`src/rtl/reg_file_unit.sv`:
```
// Purpose : 8 x 16-bit operand register file for the ALU with write-through bypass, r0 hardwired to 0, and the architectural zero flag.
// Latency : reads are combinational (0 cycles); writes and the flag capture take effect one rising edge later.
// Backpressure: none. The block always accepts writes and reads; there is no stall path.
// Ports   : clk/rst_n (sync, active-low); RF_AddrA/RF_AddrB -> RF_OutA/RF_OutB read ports;
//           RF_WrEn/RF_WrAddr/RF_WrData write port; Flag_En/ALU_zero_in -> Zero_flag.
module reg_file_unit #(
    parameter int DATA_W = 16,
    parameter int ADDR_W = 3
) (
    input  logic              clk,
    input  logic              rst_n,
    input  logic [ADDR_W-1:0] RF_AddrA,
    input  logic [ADDR_W-1:0] RF_AddrB,
    output logic [DATA_W-1:0] RF_OutA,
    output logic [DATA_W-1:0] RF_OutB,
    input  logic              RF_WrEn,
    input  logic [ADDR_W-1:0] RF_WrAddr,
    input  logic [DATA_W-1:0] RF_WrData,
    input  logic              Flag_En,
    input  logic              ALU_zero_in,
    output logic              Zero_flag
);

    localparam int DEPTH = 1 << ADDR_W;

    // r0 has no storage; only r1..r(DEPTH-1) are flops.
    logic [DATA_W-1:0] regs [1:DEPTH-1];

    logic              wr_live;
    logic              byp_a;
    logic              byp_b;
    logic [DATA_W-1:0] stored_a;
    logic [DATA_W-1:0] stored_b;

    // A write to index 0 is dropped and never bypassed.
    assign wr_live = RF_WrEn && (RF_WrAddr != '0);

    // Bypass is suppressed during reset so RF_WrData never leaks out while the write is being discarded.
    assign byp_a = rst_n && wr_live && (RF_WrAddr == RF_AddrA);
    assign byp_b = rst_n && wr_live && (RF_WrAddr == RF_AddrB);

    // Storage update. The write decode is qualified by RF_WrEn first so an
    // unknown write address with the enable low can never select a register.
    always_ff @(posedge clk) begin
        for (int i = 1; i < DEPTH; i++) begin
            if (!rst_n) begin
                regs[i] <= '0;
            end else if (RF_WrEn && (RF_WrAddr == ADDR_W'(i))) begin
                regs[i] <= RF_WrData;
            end
        end
    end

    always_ff @(posedge clk) begin
        if (!rst_n) begin
            Zero_flag <= 1'b0;
        end else if (Flag_En) begin
            Zero_flag <= ALU_zero_in;
        end
    end

    // Read muxes: index 0 falls through to the zero default.
    always_comb begin
        stored_a = '0;
        stored_b = '0;
        for (int i = 1; i < DEPTH; i++) begin
            if (RF_AddrA == ADDR_W'(i)) stored_a = regs[i];
            if (RF_AddrB == ADDR_W'(i)) stored_b = regs[i];
        end
    end

    assign RF_OutA = byp_a ? RF_WrData : stored_a;
    assign RF_OutB = byp_b ? RF_WrData : stored_b;

endmodule

```
`config.mk`:
```
export PLATFORM = sky130hd
export DESIGN_NAME = reg_file_unit
export DESIGN_NICKNAME = d
export VERILOG_FILES = /design/src/rtl/reg_file_unit.sv
export SDC_FILE = /design/constraint.sdc
export NUM_CORES = 1
export LEC_CHECK = 0
export ABC_AREA = 1
export CORE_MARGIN = 4
export CORE_UTILIZATION = 50
export DETAILED_ROUTE_END_ITERATION = 7
export DONT_BUFFER_PORTS = 1
export PLACE_DENSITY = 0.72
export SYNTH_ARGS = -nofsm -noshare
export SYNTH_HDL_FRONTEND = slang
export SYNTH_SLANG_ARGS = --single-unit
```
`constraint.sdc`:
```
create_clock -name clk -period 3.6 [get_ports clk]
set_input_delay 0 -clock clk [delete_from_list [all_inputs] [get_ports clk]]
set_output_delay 0 -clock clk [all_outputs]
set_load 0.005 [all_outputs]
```
==> results of run 1 <==
[flip-flops by register name, summed over array words and instances (netlist names)]
register / count
Zero_flag: 1
regs: 112
[synthesized netlist by cell type, types with 2 or more instances]
| cell type | instances | area (sq um) |
|---|---|---|
| nor2_4 | 3 | 33.8 |
| nor2_2 | 2 | 12.5 |
| clkbuf_1 | 13 | 48.8 |
| o211ai_1 | 8 | 60.1 |
| nor3_1 | 9 | 45.0 |
| nand2_1 | 322 | 1210 |
| o21ai_0 | 66 | 330 |
| nand2_2 | 2 | 12.5 |
| or2_2 | 2 | 12.5 |
| nand3_2 | 2 | 20.0 |
| o21ai_1 | 3 | 15.0 |
| buf_2 | 16 | 80.1 |
| nand3_1 | 30 | 150 |
| buf_6 | 3 | 33.8 |
| nand4_1 | 22 | 138 |
| inv_1 | 86 | 323 |
| edfxtp_1 | 112 | 3360 |
| buf_4 | 6 | 45.0 |
| inv_2 | 9 | 33.8 |
| nor2_1 | 180 | 676 |
[how the worst max path moves through the flow]
stage                      start                         end  depth (start not counted)
floorplan           RF_WrAddr[1]  regs[0][112]$_SDFFCE_PN0P_                          2
global placement     RF_AddrB[0]                  RF_OutB[3]                          8
detailed placement   RF_AddrB[0]                 RF_OutB[15]                          8
CTS                  RF_AddrB[0]                 RF_OutB[15]                          8
global route         RF_AddrB[0]                 RF_OutB[12]                          8
finish               RF_AddrB[0]                 RF_OutB[12]                          8
[layout by cell type (no fill, tap or decap), types with 2 or more instances in the layout]
cell and count:
inv_2 9, clkinv_1 6, clkbuf_16 17, nand2_2 2
nand2_1 322, buf_4 3, nand4_1 22, clkbuf_1 3
nand3_1 30, nor3_1 9, nor2_1 180, o21ai_0 65
edfxtp_1 112, dlygate4sd3_1 18, o21ai_1 4, clkinv_2 4
or2_2 2, nor2_4 3, nor2_2 2, inv_1 86
o211ai_1 8, nand3_2 2
[power groups by stage]
stage          Sequential, W  Combinational [W]  Clock (W)
2_1_floorplan        0.00159           0.000290          0
3_3_place_gp         0.00161           0.000366          0
3_5_place_dp         0.00161           0.000371          0
4_1_cts              0.00158           0.000389    0.00148
5_1_grt              0.00159           0.000441    0.00154
6_report             0.00159           0.000396    0.00148
[area by class of cell]
class                           instances  share of cell area (%)
Timing Repair Buffer                   21                    2.72
Clock inverter                         11                   0.975
Clock buffer                           20                    5.87
Tap cell                              176                    2.96
Sequential cell                       113                    45.5
Inverter                               95                    4.79
Multi-Input combinational cell        657                    37.2
[critical path, cell delays in order]
cell and delay [ns]:
inv_1 0.14, nor2_1 0.93, o211ai_1 0.20, nand2_1 0.11, inv_1 0.06, nand2_1 0.07, nand3_1 0.11, nand2_1 0.11
[cell families (layout without fill, tap and decap cells)]
group	count (synthesis)	count (layout)
AND/OR/NAND/NOR	576	576
XOR/XNOR	2	2
AO/OA/AOI/OAI	79	79
flip-flops	113	113
buffers and inverters	134	147
[routing by layer]
layer | track usage (%) | vias to the layer above | share of wire [%]
li1 | - | 2892 | -
met2 | 44.1 | 408 | 46
met4 | 16.7 | 0 | 5.5
met1 | 35.6 | 2868 | 38
met3 | 6.27 | 87 | 11
met5 | 0 | - | 0
[through the flow]
stage	power [W]	area (sq um)	util (%)
floorplan	0.00188	6720	-
global placement	0.00197	6750	51.2
detailed placement	0.00198	6750	51.2
CTS	0.00345	7440	56.4
global route	0.00357	7440	56.4
finish	0.00346	7440	56.4
==> summary.txt, run 1 <==
Status
  • Status: finished clean

Synth
  • Ys async rst share: 0%
  • Mux contribution to synthesized area: 0%
  • Synth Warn #: 0
  • Post-synth EDFFs: 112
  • Synth Area in XOR/XNOR: 0.261%
  • Post-Synthesis Cells: 904
  • Synth Area in Adders: 0%
  • Largest family of logic cells by synthesized area: simple AND/OR/NAND/NOR gates
  • Complex-gate fraction of the synthesized area: 6.23%
  • Flops & latches, synth: 113
  • Synthesized Nets: 934
  • Mapped Area: 6720 sq um
  • Syn Area/Cell: 7.44 sq um
  • Ys flop type: edfxtp_1
  • Netlist cell types: 28
  • Synth Area in Simple Gates: 34.7%
  • Seq/Total Area, Yosys: 50.3%

Pwr
  • Sw Share: 25.8%
  • Clock power share: 42.8%
  • VDD IR max: 0.340 mV
  • Leakage: 3.32 nW
  • Seq pwr share: 45.8%
  • Cell area power density: 465 nW/um^2
  • Sw Pwr: 0.000894 W
  • Combinational share of power: 11.4%
  • Internal: 0.00257 W

Finish
  • Finished Layout Cells: 1093
  • Footprint of the multi-input gates: 2770 sq um
  • Nets@finish: 935
  • Layout cells sized above 1: 5.23%
  • Reg area: 3380 sq um
  • Fillers: 1234
  • # diodes: 0
  • Area Overhead vs Synth: 10.7%

Drt
  • DRC: 0
  • DRT iter0 DRCs: 706
  • Routed wire length per instance: 19.2 um
  • DRT Pass-1 Iters: 6
  • Post-route ant nets: 0
  • Drt total wl: 21000 um
  • Drt via density: 5.72
  • Vias: 6255

GRT
  • First-pass GRT wire length: 31400 um
  • Overflow after GRT: 0
  • Maximum number of pins on one net before global-route repair: 34
  • Initial antenna violation count: 0
  • Vias in the first global route: 5796
  • GRT Util Overall: 28.1%

Setup path
  • Depth of the most critical reg-to-reg path: 3
  • R2R Setup Slk: 2.38 ns
  • CP Capture Type: output pin
  • Worst EP arrival: 1.75 ns
  • CP max FO: 20
  • FF-to-FF Start: Zero_flag$_SDFFE_PN0P_
  • WS Path Type: in -> out
  • End of the worst register-to-register path: Zero_flag$_SDFFE_PN0P_
  • Critical path data required time: 3.60 ns
  • Crit path launch type: input port

CTS
  • TritonCTS buffer count: 17
  • CTS tree: built
  • CTS HTree Levels: 4
  • CTS root buf: clkbuf_16
  • Clk slew on worst S/H paths: 0.05 ns
  • Post-CTS setup buffer count: 0
  • # resized after CTS: 0
  • Max Root-Sink Buffers: 2
  • Clk_lat worst skew: 0.42 ns
  • Hold_buf cts: 18
  • Sink Count: 113

STA
  • Final Hold Vio Count: 0
  • Crit path time final: 1.75 ns
  • Worst slew pin tran: 1.18 ns
  • Worst setup margin: 1.85 ns
  • Final Cycle Share: 48.7%
  • Fmax: 571 MHz
  • Rel. slew slack: 21.4%
  • Worst Skew: 0 ns
  • Fin Hold WS: 0.0351 ns
  • RSZ-0062 raised after global routing: false
  • Max-slew violations: 0
  • Setup TNS: 0 ns
  • Final-report setup violation count: 0

Die
  • Cell row count: 42
  • Die footprint: 15400 sq um
  • Die Span X: 124 um
  • IO Pins: 63
  • CORE AREA: 13200 sq um
  • Initial core utilization: 51.0%
  • Die Y: 124 um

Place
  • Placed Cells: 1044
  • Hpwl dp: 14000 um
  • Port Buf Inserts: 0
  • Setup WS pre-CTS: 1.96 ns
  • GP Congestion: 0.918

Hold path
  • Hold/Removal Path Class: in -> reg
  • Hold_sp: rst_n
  • Hold path depth: 2
  • Endpoint of the worst hold path: regs[0][113]$_SDFFCE_PN0P_

Run
  • # Max-Cap Violations: 0
No activity file was read; power rests on OpenSTA's default activity.
==> inputs of run 2 (changes only) <==
ABC_AREA = 0   (was 1)
PLACE_DENSITY = 0.75   (was 0.72)
clock period = 1.55 ns   (was 3.6 ns; I/O delays follow)
==> summary.txt, run 2 <==
Status
  • Status: complete, but fails checks (was finished clean)
  • Failing checks: negative setup slack

Finish
  • Final Cell Area: 7780 sq um (was 7440 sq um)
  • Biggest regs: regs x112, Zero_flag x1 (unchanged)
  • Area Overhead vs Synth: 18.0% (was 10.7%)
  • Nets@finish: 671 (was 935)
  • Largest register FFs: 112 (unchanged)
  • Reg area: 3380 sq um (unchanged)
  • Footprint of the multi-input gates: 3080 sq um (was 2770 sq um)
  • Layout cells sized above 1: 19.1% (was 5.23%)
  • # diodes: 0 (unchanged)
  • Top reg by flops: regs (unchanged)
  • Commonest cells after routing, fill and taps aside: 114 x and2_1, 112 x edfxtp_1, 58 x nand2_1, 55 x o21ai_0, 29 x buf_4 (was 322 x nand2_1, 180 x nor2_1, 112 x edfxtp_1, 86 x inv_1, 65 x o21ai_0)
  • Fillers: 946 (was 1234)
  • Core Util, Final: 60.9% (was 56.4%)
  • Commonest non-fill, non-tap cell in the layout: and2_1 (was nand2_1)

CTS
  • CTS root buf: clkbuf_16 (unchanged)
  • Max Root-Sink Buffers: 2 (unchanged)
  • TritonCTS buffer count: 17 (unchanged)
  • CTS tree: built (unchanged)
  • Sink Count: 113 (unchanged)
  • Clk_lat worst skew: 0.41 ns (was 0.42 ns)
  • CTS HTree Levels: 4 (unchanged)
  • Clk slew on worst S/H paths: 0.06 ns (was 0.05 ns)

Synth
  • Synthesized Nets: 651 (was 934)
  • Post-Synthesis Cells: 621 (was 904)
  • Synth Warn #: 0 (unchanged)
  • Ys flop type: edfxtp_1 (unchanged)
  • Area contributors post-synth: edfxtp_1 51%, and2_1 11%, o21ai_0 5.9% (was edfxtp_1 50%, nand2_1 18%, nor2_1 10%)
  • Post-synth EDFFs: 112 (unchanged)
  • Ys async rst share: 0% (unchanged)
  • Share of the synthesized area in the top cell type: 51.0% (was 50.0%)
  • Mapped Area: 6600 sq um (was 6720 sq um)
  • Netlist cell types: 45 (was 28)
  • Seq/Total Area, Yosys: 51.3% (was 50.3%)
  • Syn Area/Cell: 10.6 sq um (was 7.44 sq um)
  • Flops & latches, synth: 113 (unchanged)
  • Top cell type by total area after synthesis: edfxtp_1 (unchanged)
  • Synth top cells by count: 114 x and2_1, 112 x edfxtp_1, 78 x o21ai_0, 58 x nand2_1, 25 x a21oi_1 (was 322 x nand2_1, 180 x nor2_1, 112 x edfxtp_1, 86 x inv_1, 66 x o21ai_0)
  • Top-count cell post-synth: and2_1 (was nand2_1)

Pwr
  • VDD IR max: 0.868 mV (was 0.340 mV)
  • Sw Pwr: 0.00209 W (was 0.000894 W)
  • Seq pwr share: 42.2% (was 45.8%)
  • Internal: 0.00667 W (was 0.00257 W)
  • Sw Share: 23.8% (was 25.8%)
  • Clock power share: 46.4% (was 42.8%)
  • Leakage: 2.76 nW (was 3.32 nW)
  • Combinational share of power: 11.4% (about the same)
  • Cell area power density: 1120 nW/um^2 (was 465 nW/um^2)

STA
  • Worst slew pin tran: 1.27 ns (was 1.18 ns)
  • Crit path time final: 1.77 ns
  • RSZ-0062 raised after global routing: true (was false)
  • Worst setup margin: -0.220 ns (was 1.85 ns)
  • Worst Skew: 0 ns (unchanged)
  • Rel. slew slack: 14.8% (was 21.4%)
  • Final-report setup violation count: 14 (was 0)
  • Final Cycle Share: 114%
  • Fin Hold WS: 0.0311 ns (was 0.0351 ns)
  • Fmax: 565 MHz
  • Max-slew violations: 0 (unchanged)
  • Final Hold Vio Count: 0 (unchanged)

Hold path
  • Hold/Removal Path Class: in -> reg (unchanged)

GRT
  • Maximum number of pins on one net before global-route repair: 50 (was 34)
  • Vias in the first global route: 5381 (was 5796)
  • Initial antenna violation count: 0 (unchanged)
  • First-pass GRT wire length: 30600 um (was 31400 um)
  • Overflow after GRT: 0 (unchanged)
  • GRT Util Overall: 27.9% (was 28.1%)

Setup path
  • Worst path bufs/invs: 2 (unchanged)
  • Max stage delay on crit path: 0.33 ns (was 0.93 ns)
  • Crit path launch type: register (was input port)
  • Max stage delay cell, worst path: edfxtp_1 (was nor2_1)
  • CP max FO: 2 (was 20)
  • CP Cell Sequence: inv_1, or3_1, a32oi_1, o22ai_1, o21ai_1, buf_4 (was inv_1, nor2_1, o211ai_1, nand2_1, inv_1, nand2_1, nand3_1, nand2_1)
  • CP top delay family: compound AO/OA/AOI/OAI gates (was simple AND/OR/NAND/NOR gates)
  • Critical path data required time: 1.55 ns (was 3.60 ns)
  • CP Capture Type: output pin (unchanged)
  • WS Path Type: reg -> out (was in -> out)
  • Worst EP arrival: 1.77 ns (was 1.75 ns)

Die
  • Die footprint: 15100 sq um (was 15400 sq um)
  • CORE AREA: 12800 sq um (was 13200 sq um)
  • IO Pins: 63 (unchanged)
  • Cell row count: 41 (was 42)
  • Die Span X: 123 um (was 124 um)
  • Initial core utilization: 51.6% (was 51.0%)
  • Die Y: 123 um (was 124 um)

Place
  • Port Buf Inserts: 0 (unchanged)
  • Hpwl dp: 12100 um (was 14000 um)
  • Placed Area: 6770 sq um (was 6750 sq um)
  • GP Congestion: 0.911 (was 0.918)

Drt
  • Drt total wl: 20800 um (was 21000 um)
  • DRT iter0 DRCs: 645 (was 706)
  • Routed wire length per instance: 25.1 um (was 19.2 um)
  • Met1 wire length: 7570 um (was 7950 um)
  • DRC: 0 (unchanged)
  • Drt via density: 6.58 (was 5.72)
  • DRT Pass-1 Iters: 6 (unchanged)
  • Max layer used: met4 (unchanged)
  • Post-route ant nets: 0 (unchanged)
  • Vias: 5439 (was 6255)
  • WL met3: 2190 um (was 2270 um)
  • Met2 wire length: 10200 um (was 9620 um)

Run
  • # Max-Cap Violations: 0 (unchanged)
-- run 2: power by group through the flow --
stage / sequential (W) / combinational [W] / clock (W)
final: 0.00369 / 0.000999 / 0.00406
after global routing: 0.00370 / 0.00105 / 0.00423
after CTS: 0.00368 / 0.000939 / 0.00407
after detailed placement: 0.00373 / 0.000821 / 0
after global placement: 0.00371 / 0.000801 / 0
after floorplan: 0.00370 / 0.000661 / 0
-- run 2: cell families (layout without fill, tap and decap cells) --
family	after synthesis	count (layout)	share of synthesized area [%]
multiplexers	40	40	6.41
XOR/XNOR	6	6	0.797
flip-flops	113	113	51.3
AND/OR/NAND/NOR	218	218	18.3
buffers and inverters	51	84	5.08
AO/OA/AOI/OAI	193	193	18.2
-- run 2: final timing paths --
check                              end  cells past startpoint                      start  slack (ns)
max reg2reg     Zero_flag$_SDFFE_PN0P_                      3     Zero_flag$_SDFFE_PN0P_        0.33
max                        RF_OutB[14]                      6  regs[0][78]$_SDFFCE_PN0P_       -0.22
min reg2reg     Zero_flag$_SDFFE_PN0P_                      3     Zero_flag$_SDFFE_PN0P_        1.15
min          regs[0][98]$_SDFFCE_PN0P_                      2                      rst_n        0.03
-- run 2: what timing repair did --
| item | in CTS | in global routing |
|---|---|---|
| pin swaps | 15 | 11 |
| gates resized for setup | 30 | 23 |
| setup buffers | 1 | 3 |
| endpoints found under the setup margin | 15 | 26 |
| endpoints found under the hold margin | 122 | 0 |
| hold buffers | 18 | 0 |
-- run 2: routing by layer --
metal	vias to the layer above	global-route usage (%)
met3	82	6.68
li1	2329	-
met1	2638	34.3
met4	0	13.9
met2	390	45.8
met5	-	0
-- run 2: final cells by class --
| cell class | instances | area share (%) |
|---|---|---|
| Clock inverter | 15 | 2.48 |
| Sequential cell | 113 | 43.5 |
| Tap cell | 172 | 2.77 |
| Clock buffer | 17 | 5.47 |
| Multi-Input combinational cell | 457 | 39.6 |
| Inverter | 1 | 0.0482 |
| Timing Repair Buffer | 51 | 6.14 |
-- run 2: through the flow --
stage | total power, W | TNS (ns) | setup WS [ns] | cells
finish | 0.00875 | -1.04 | -0.220 | 826
global route | 0.00898 | -1.83 | -0.239 | 826
CTS | 0.00868 | -0.836 | -0.207 | 823
detailed placement | 0.00455 | 0 | 0.0840 | 772
global placement | 0.00452 | 0 | 0.134 | 772
floorplan | 0.00436 | -0.904 | -0.0565 | 621
